[config.mk]
export PLATFORM = sky130hd
export DESIGN_NAME = unsigned_restoring_divider_flat
export DESIGN_NICKNAME = d
export VERILOG_FILES = /design/src/rtl/unsigned_restoring_divider_if.sv /design/src/rtl/unsigned_restoring_divider.sv /design/src/flat_wrapper.sv
export SDC_FILE = /design/constraint.sdc
export NUM_CORES = 1
export LEC_CHECK = 0
export CAP_MARGIN = 10
export CORE_ASPECT_RATIO = 1.75
export CORE_UTILIZATION = 28
export DETAILED_ROUTE_END_ITERATION = 8
export PLACE_DENSITY_LB_ADDON = 0.15
export SYNTH_ARGS = -nofsm -noshare
export SYNTH_HDL_FRONTEND = slang
export SYNTH_SLANG_ARGS = --single-unit
[constraint.sdc]
create_clock -name clk -period 3.2 [get_ports clk]
set_clock_uncertainty 0.05 [all_clocks]
set_input_delay 0.64 -clock clk [delete_from_list [all_inputs] [get_ports clk]]
set_output_delay 0.64 -clock clk [all_outputs]
set_load 0.01 [all_outputs]
[src/rtl/unsigned_restoring_divider_if.sv]
// Start/busy/done handshake bundle shared by the multi-cycle arithmetic units.
// The controller side is the master; the arithmetic unit is the slave.
interface unsigned_restoring_divider_if #(
    parameter int WIDTH = 32
);
    logic             start;
    logic [WIDTH-1:0] dividend;
    logic [WIDTH-1:0] divisor;
    logic             busy;
    logic             done;
    logic [WIDTH-1:0] quotient;
    logic [WIDTH-1:0] remainder;
    logic             div_by_zero;

    modport master (
        output start, dividend, divisor,
        input  busy, done, quotient, remainder, div_by_zero
    );

    modport slave (
        input  start, dividend, divisor,
        output busy, done, quotient, remainder, div_by_zero
    );
endinterface

[src/rtl/unsigned_restoring_divider.sv]
// Multi-cycle unsigned restoring divider that retires one quotient bit per clock.
// A zero divisor short-circuits straight to DONE with an all-ones quotient.
module unsigned_restoring_divider #(
    parameter int WIDTH = 32,
    parameter int CNT_W = 6
) (
    input  logic                          clk,
    input  logic                          rst,
    unsigned_restoring_divider_if.slave   bus
);

    typedef enum logic [1:0] {IDLE, RUN, DONE} state_t;

    state_t             r_state;
    state_t             w_nextState;
    logic [WIDTH-1:0]   r_quo;
    logic [WIDTH-1:0]   r_rem;
    logic [WIDTH-1:0]   r_div;
    logic [CNT_W-1:0]   r_cnt;
    logic               r_dbz;
    logic               w_accept;
    logic [WIDTH:0]     w_remShift;
    logic [WIDTH+1:0]   w_trial;

    assign w_accept   = (r_state != RUN) && bus.start;
    assign w_remShift = {r_rem, r_quo[WIDTH-1]};
    // Extra top bit acts as the borrow: set means the trial subtraction went negative.
    assign w_trial    = {1'b0, w_remShift} - {2'b00, r_div};

    always_ff @(posedge clk or posedge rst) begin
        if (rst) begin
            r_state <= IDLE;
        end else begin
            r_state <= w_nextState;
        end
    end

    always_comb begin
        w_nextState = r_state;
        case (r_state)
            IDLE, DONE: begin
                if (bus.start) begin
                    w_nextState = (bus.divisor == '0) ? DONE : RUN;
                end else begin
                    w_nextState = IDLE;
                end
            end
            RUN: begin
                if (r_cnt == CNT_W'(1)) begin
                    w_nextState = DONE;
                end
            end
            default: w_nextState = IDLE;
        endcase
    end

    always_comb begin
        bus.busy = 1'b0;
        bus.done = 1'b0;
        case (r_state)
            RUN:     bus.busy = 1'b1;
            DONE:    bus.done = 1'b1;
            default: ;
        endcase
    end

    always_ff @(posedge clk or posedge rst) begin
        if (rst) begin
            r_quo <= '0;
            r_rem <= '0;
            r_div <= '0;
            r_cnt <= '0;
            r_dbz <= 1'b0;
        end else if (w_accept) begin
            r_div <= bus.divisor;
            if (bus.divisor == '0) begin
                r_quo <= '1;
                r_rem <= bus.dividend;
                r_dbz <= 1'b1;
                r_cnt <= '0;
            end else begin
                r_quo <= bus.dividend;
                r_rem <= '0;
                r_dbz <= 1'b0;
                r_cnt <= CNT_W'(WIDTH);
            end
        end else if (r_state == RUN) begin
            // The partial remainder never reaches the divisor, so it always fits back in WIDTH bits.
            if (w_trial[WIDTH+1]) begin
                r_rem <= WIDTH'(w_remShift);
                r_quo <= {r_quo[WIDTH-2:0], 1'b0};
            end else begin
                r_rem <= WIDTH'(w_trial);
                r_quo <= {r_quo[WIDTH-2:0], 1'b1};
            end
            r_cnt <= r_cnt - CNT_W'(1);
        end
    end

    assign bus.quotient    = r_quo;
    assign bus.remainder   = r_rem;
    assign bus.div_by_zero = r_dbz;

endmodule

[src/flat_wrapper.sv]
// flat-port wrapper written by rule: the top's interface ports become plain ports
module unsigned_restoring_divider_flat 
#(
    parameter int WIDTH = 32,
    parameter int CNT_W = 6
)
  (clk, rst, bus_start, bus_dividend, bus_divisor, bus_busy, bus_done, bus_quotient, bus_remainder, bus_div_by_zero);
  unsigned_restoring_divider_if #(.WIDTH(WIDTH)) bus_i ();
  input  logic clk;
  input  logic rst;
  input wire logic [$bits(bus_i.start)-1:0] bus_start;
  input wire logic [$bits(bus_i.dividend)-1:0] bus_dividend;
  input wire logic [$bits(bus_i.divisor)-1:0] bus_divisor;
  output wire logic [$bits(bus_i.busy)-1:0] bus_busy;
  output wire logic [$bits(bus_i.done)-1:0] bus_done;
  output wire logic [$bits(bus_i.quotient)-1:0] bus_quotient;
  output wire logic [$bits(bus_i.remainder)-1:0] bus_remainder;
  output wire logic [$bits(bus_i.div_by_zero)-1:0] bus_div_by_zero;
  assign bus_i.start = bus_start;
  assign bus_i.dividend = bus_dividend;
  assign bus_i.divisor = bus_divisor;
  assign bus_busy = bus_i.busy;
  assign bus_done = bus_i.done;
  assign bus_quotient = bus_i.quotient;
  assign bus_remainder = bus_i.remainder;
  assign bus_div_by_zero = bus_i.div_by_zero;
  unsigned_restoring_divider #(.WIDTH(WIDTH), .CNT_W(CNT_W)) u_core (.clk(clk), .rst(rst), .bus(bus_i));
endmodule
==> results by group <==
STA
  – Headroom to the max-slew limit: between 50 and 60%
  – Fin. max-slew vios: 0
  – Hold Vio Cnt, Final: 0
  – Final setup fails: 0
  – Post-route minimum period: 3.026 ns
  – RSZ-0062 raised after global routing: false
  – Fmax: 330.5 MHz
  – Period Utilization, post-route: a little over nine tenths
  – WHS: between 0.4 and 0.5 ns
  – Setup TNS Final: 0 ns
  – Slew at the pin closest to its max-slew limit: about 0.72 ns

Finish
  – Final instance area: around 9000 sq um
  – Synthesis-to-finish area growth: 35.37%
  – Multi-input logic area: 3705 sq um
  – Layout cells sized above 1: 13.62%
  – Cell Count, Final, Fillers Out: 1244
  – Nets: ~1000
  – Most common cell after layout, fill and taps aside: clkdlybuf4s50_1
  – Sequential cell area: between 2000 and 3000 sq um
  – Ant. Diodes: 0
  – Most frequent cells in the layout: 132 x clkdlybuf4s50_1, 105 x dfrtp_1, 98 x nand2_1
  – Filler cell count in the final layout: ~2500

Worst setup path
  – R2R Path Start: u_core.bus.remainder[25]
  – R2R Setup Slk: 0.17 ns
  – CP Max Fanout: 9
  – CP endpoint kind: flip-flop
  – Worst Path Required: about 3.4 ns
  – Crit Path Class: flip-flop to flip-flop
  – RR Endpoint: u_core.bus.remainder[11]
  – Worst R2R Path Depth: 10
  – Startpoint Class: flip-flop
  – Critical Path AT: 3.26 ns

Logic synthesis
  – Synth cell types: 70
  – Synth Instances: between 700 and 800
  – Dominant synthesized flop cell: dfrtp_1
  – Post-synthesis register bit count: ~110
  – Mapped Area: around 6700 sq um
  – Synth warn: 0
  – Seq/Total Area, Yosys: 39.40%
  – Mapped Avg Cell Area: slightly below 9 sq um
  – Fraction of registers with async set/reset: 100.0%
  – EDFF count, synth: 0
  – Net Count, Synth: 871

Clocking
  – CTS Sinks: 105
  – Clock tree buffer depth: 2
  – Later-pin clock latency in the skew report: ~0.37 ns
  – CTS tree: built
  – TritonCTS Buffers: 9
  – Hold-fix buffers, CTS: 0
  – Clk root buf: clkbuf_16
  – Post-CTS Setup Bufs: 0
  – Reg clk slew, reported paths: 0.07 ns
  – H-tree levels: 3
  – # resized after CTS: 0

Power and ir drop
  – Psw: about 5.5 mW
  – Logic gate share of total power: 69.5%
  – Clock power frac: between 8 and 9%
  – Seq pwr share: 21.6%
  – Total power draw: roughly 12 mW
  – Internal: 6.469 mW
  – Sw Share: 45.95%
  – Pwr dens: about 1300 nW/um^2
  – Peak supply drop: just over 400 uV
  – Leak: 3.937 nW

Detailed routing
  – Avg WL per Cell: 18.66 um
  – Vias after detailed routing: roughly 6300
  – Routed wire length: between 20000 and 25000 um
  – DR pass1 iterations: 5
  – Remaining DRCs: 0
  – Via-per-instance ratio: ~5.1
  – Iter 0 DRT Violations: 339
  – Final ANT Viol Nets: 0

Global routing
  – First-pass GRT wire length: about 37000 um
  – Vias in the first global route: between 6000 and 7000
  – Overflow left after global routing: 0
  – Tot GR Track Use: about a fifth
  – Initial antenna violation count: 0
  – Largest net degree at the start of global routing: between 100 and 150

Floorplan
  – I/O pin count: between 100 and 150
  – Initial Util: between 20% and 30%
  – Die width: around 120 um
  – Core box area: 23330 sq um
  – Num rows: 74
  – Die height: between 200 and 250 um
  – Die area: roughly 24000 sq um

Worst hold path
  – Hold path startpoint: u_core.bus.div_by_zero
  – Worst Hold Class: flip-flop to flip-flop
  – Hold EP: u_core.bus.div_by_zero
  – Hold depth: 1

Place
  – Placed cell areas: approximately 8800 sq um
  – Placed cells: 1229
  – DP HPWL: around 18000 um
  – RePlAce Congestion: 0.8493
  – Port Buffers: roughly 130

Flow run
  – Max cap viols: 0

Status
  – Status: complete, no violations
registers in the layout, summed over array words and instances (netlist names):
signal                  cells
u_core.bus.quotient        32
u_core.r_cnt                6
u_core.r_state              2
u_core.bus.div_by_zero      1
u_core.r_div               32
u_core.bus.remainder       32
stage by stage:
step | setup slack, ns | utilization [%]
after floorplan | 0.3607 | -
after global placement | 0.1018 | 37.56
after detailed placement | 0.09766 | 37.56
after CTS | 0.1586 | 38.69
after global routing | 0.01204 | 38.69
final | 0.1741 | 38.69
kinds of logic after synthesis:
family,share of synthesized area (%)
AO/OA/AOI/OAI,23.30
XOR/XNOR,3.415
AND/OR/NAND/NOR,16.34
buffers and inverters,5.159
flip-flops,39.40
adder cells (fa/ha/maj),6.679
multiplexers,5.704
worst max path at each step:
stage	from	to	slack (ns)
floorplan	u_core.bus.remainder[17]	u_core.bus.remainder[14]	0.36
global placement	bus_divisor[0]	u_core.bus.remainder[0]	0.10
detailed placement	bus_divisor[0]	u_core.bus.remainder[11]	0.1
CTS	u_core.bus.remainder[25]	u_core.bus.remainder[11]	0.16
global route	u_core.bus.remainder[25]	u_core.bus.remainder[30]	0.01
finish	u_core.bus.remainder[25]	u_core.bus.remainder[11]	0.17
worst max-delay path, stage by stage, from the launching register on:
cell and delay, ns:
dfrtp_1 0.45, ha_1 0.43, nand4_1 0.16, nor4b_1 0.28, buf_4 0.18, nand3_1 0.07
a211oi_1 0.36, or2_1 0.21, and2_1 0.38, a22oi_1 0.16, a21oi_1 0.19
cells in the mapped netlist (5+ instances only):
cell type / count / share of area [%]
o31ai_1: 5 / 0.56
a221oi_1: 16 / 2.1
nand2b_1: 10 / 0.94
xor2_1: 16 / 2.1
nor2b_1: 9 / 0.84
a311oi_1: 5 / 0.66
a211oi_1: 5 / 0.56
nor2_1: 75 / 4.2
xnor2_1: 10 / 1.3
clkbuf_1: 31 / 1.7
a21o_1: 10 / 1.1
ha_1: 34 / 6.4
a22oi_1: 8 / 0.90
a21oi_1: 62 / 4.7
inv_1: 44 / 2.5
dfrtp_1: 105 / 39
nor3_1: 5 / 0.38
o21ai_0: 93 / 7.0
nand3_1: 7 / 0.53
nand2_1: 98 / 5.5
mux2_2: 32 / 5.4
nor4_1: 8 / 0.75
metal layers:
layer  vias up  part of all wire, %  global-route usage [%]  wire [um]
li1       3072                    -                       -          -
met1      3043                   42                   23.56       9700
met2       168                   51                   35.09      11950
met3        28                  3.9                   2.621        903
met4         0                  2.9                   8.951        670
met5         -                    0                       0          0
power by group through the flow:
| stage | Combinational [mW] | Sequential (mW) | Clock [mW] |
|---|---|---|---|
| 2_1_floorplan | 4.92 | 2.68 | 0 |
| 3_3_place_gp | 8.34 | 2.61 | 0 |
| 3_5_place_dp | 8.32 | 2.61 | 0 |
| 4_1_cts | 8.38 | 2.60 | 1.11 |
| 5_1_grt | 9.18 | 2.69 | 1.16 |
| 6_report | 8.31 | 2.59 | 1.07 |
cell type report:
| cell class | count | share of cell area, % |
|---|---|---|
| multi-input combinational | 579 | 41.04 |
| sequential | 105 | 29.11 |
| timing repair buffer | 197 | 20.85 |
| tap | 304 | 4.213 |
| clock buffer | 12 | 2.730 |
| inverter | 44 | 1.871 |
| clock inverter | 3 | 0.1940 |
Note: power is estimated with default switching activity, not from simulation.
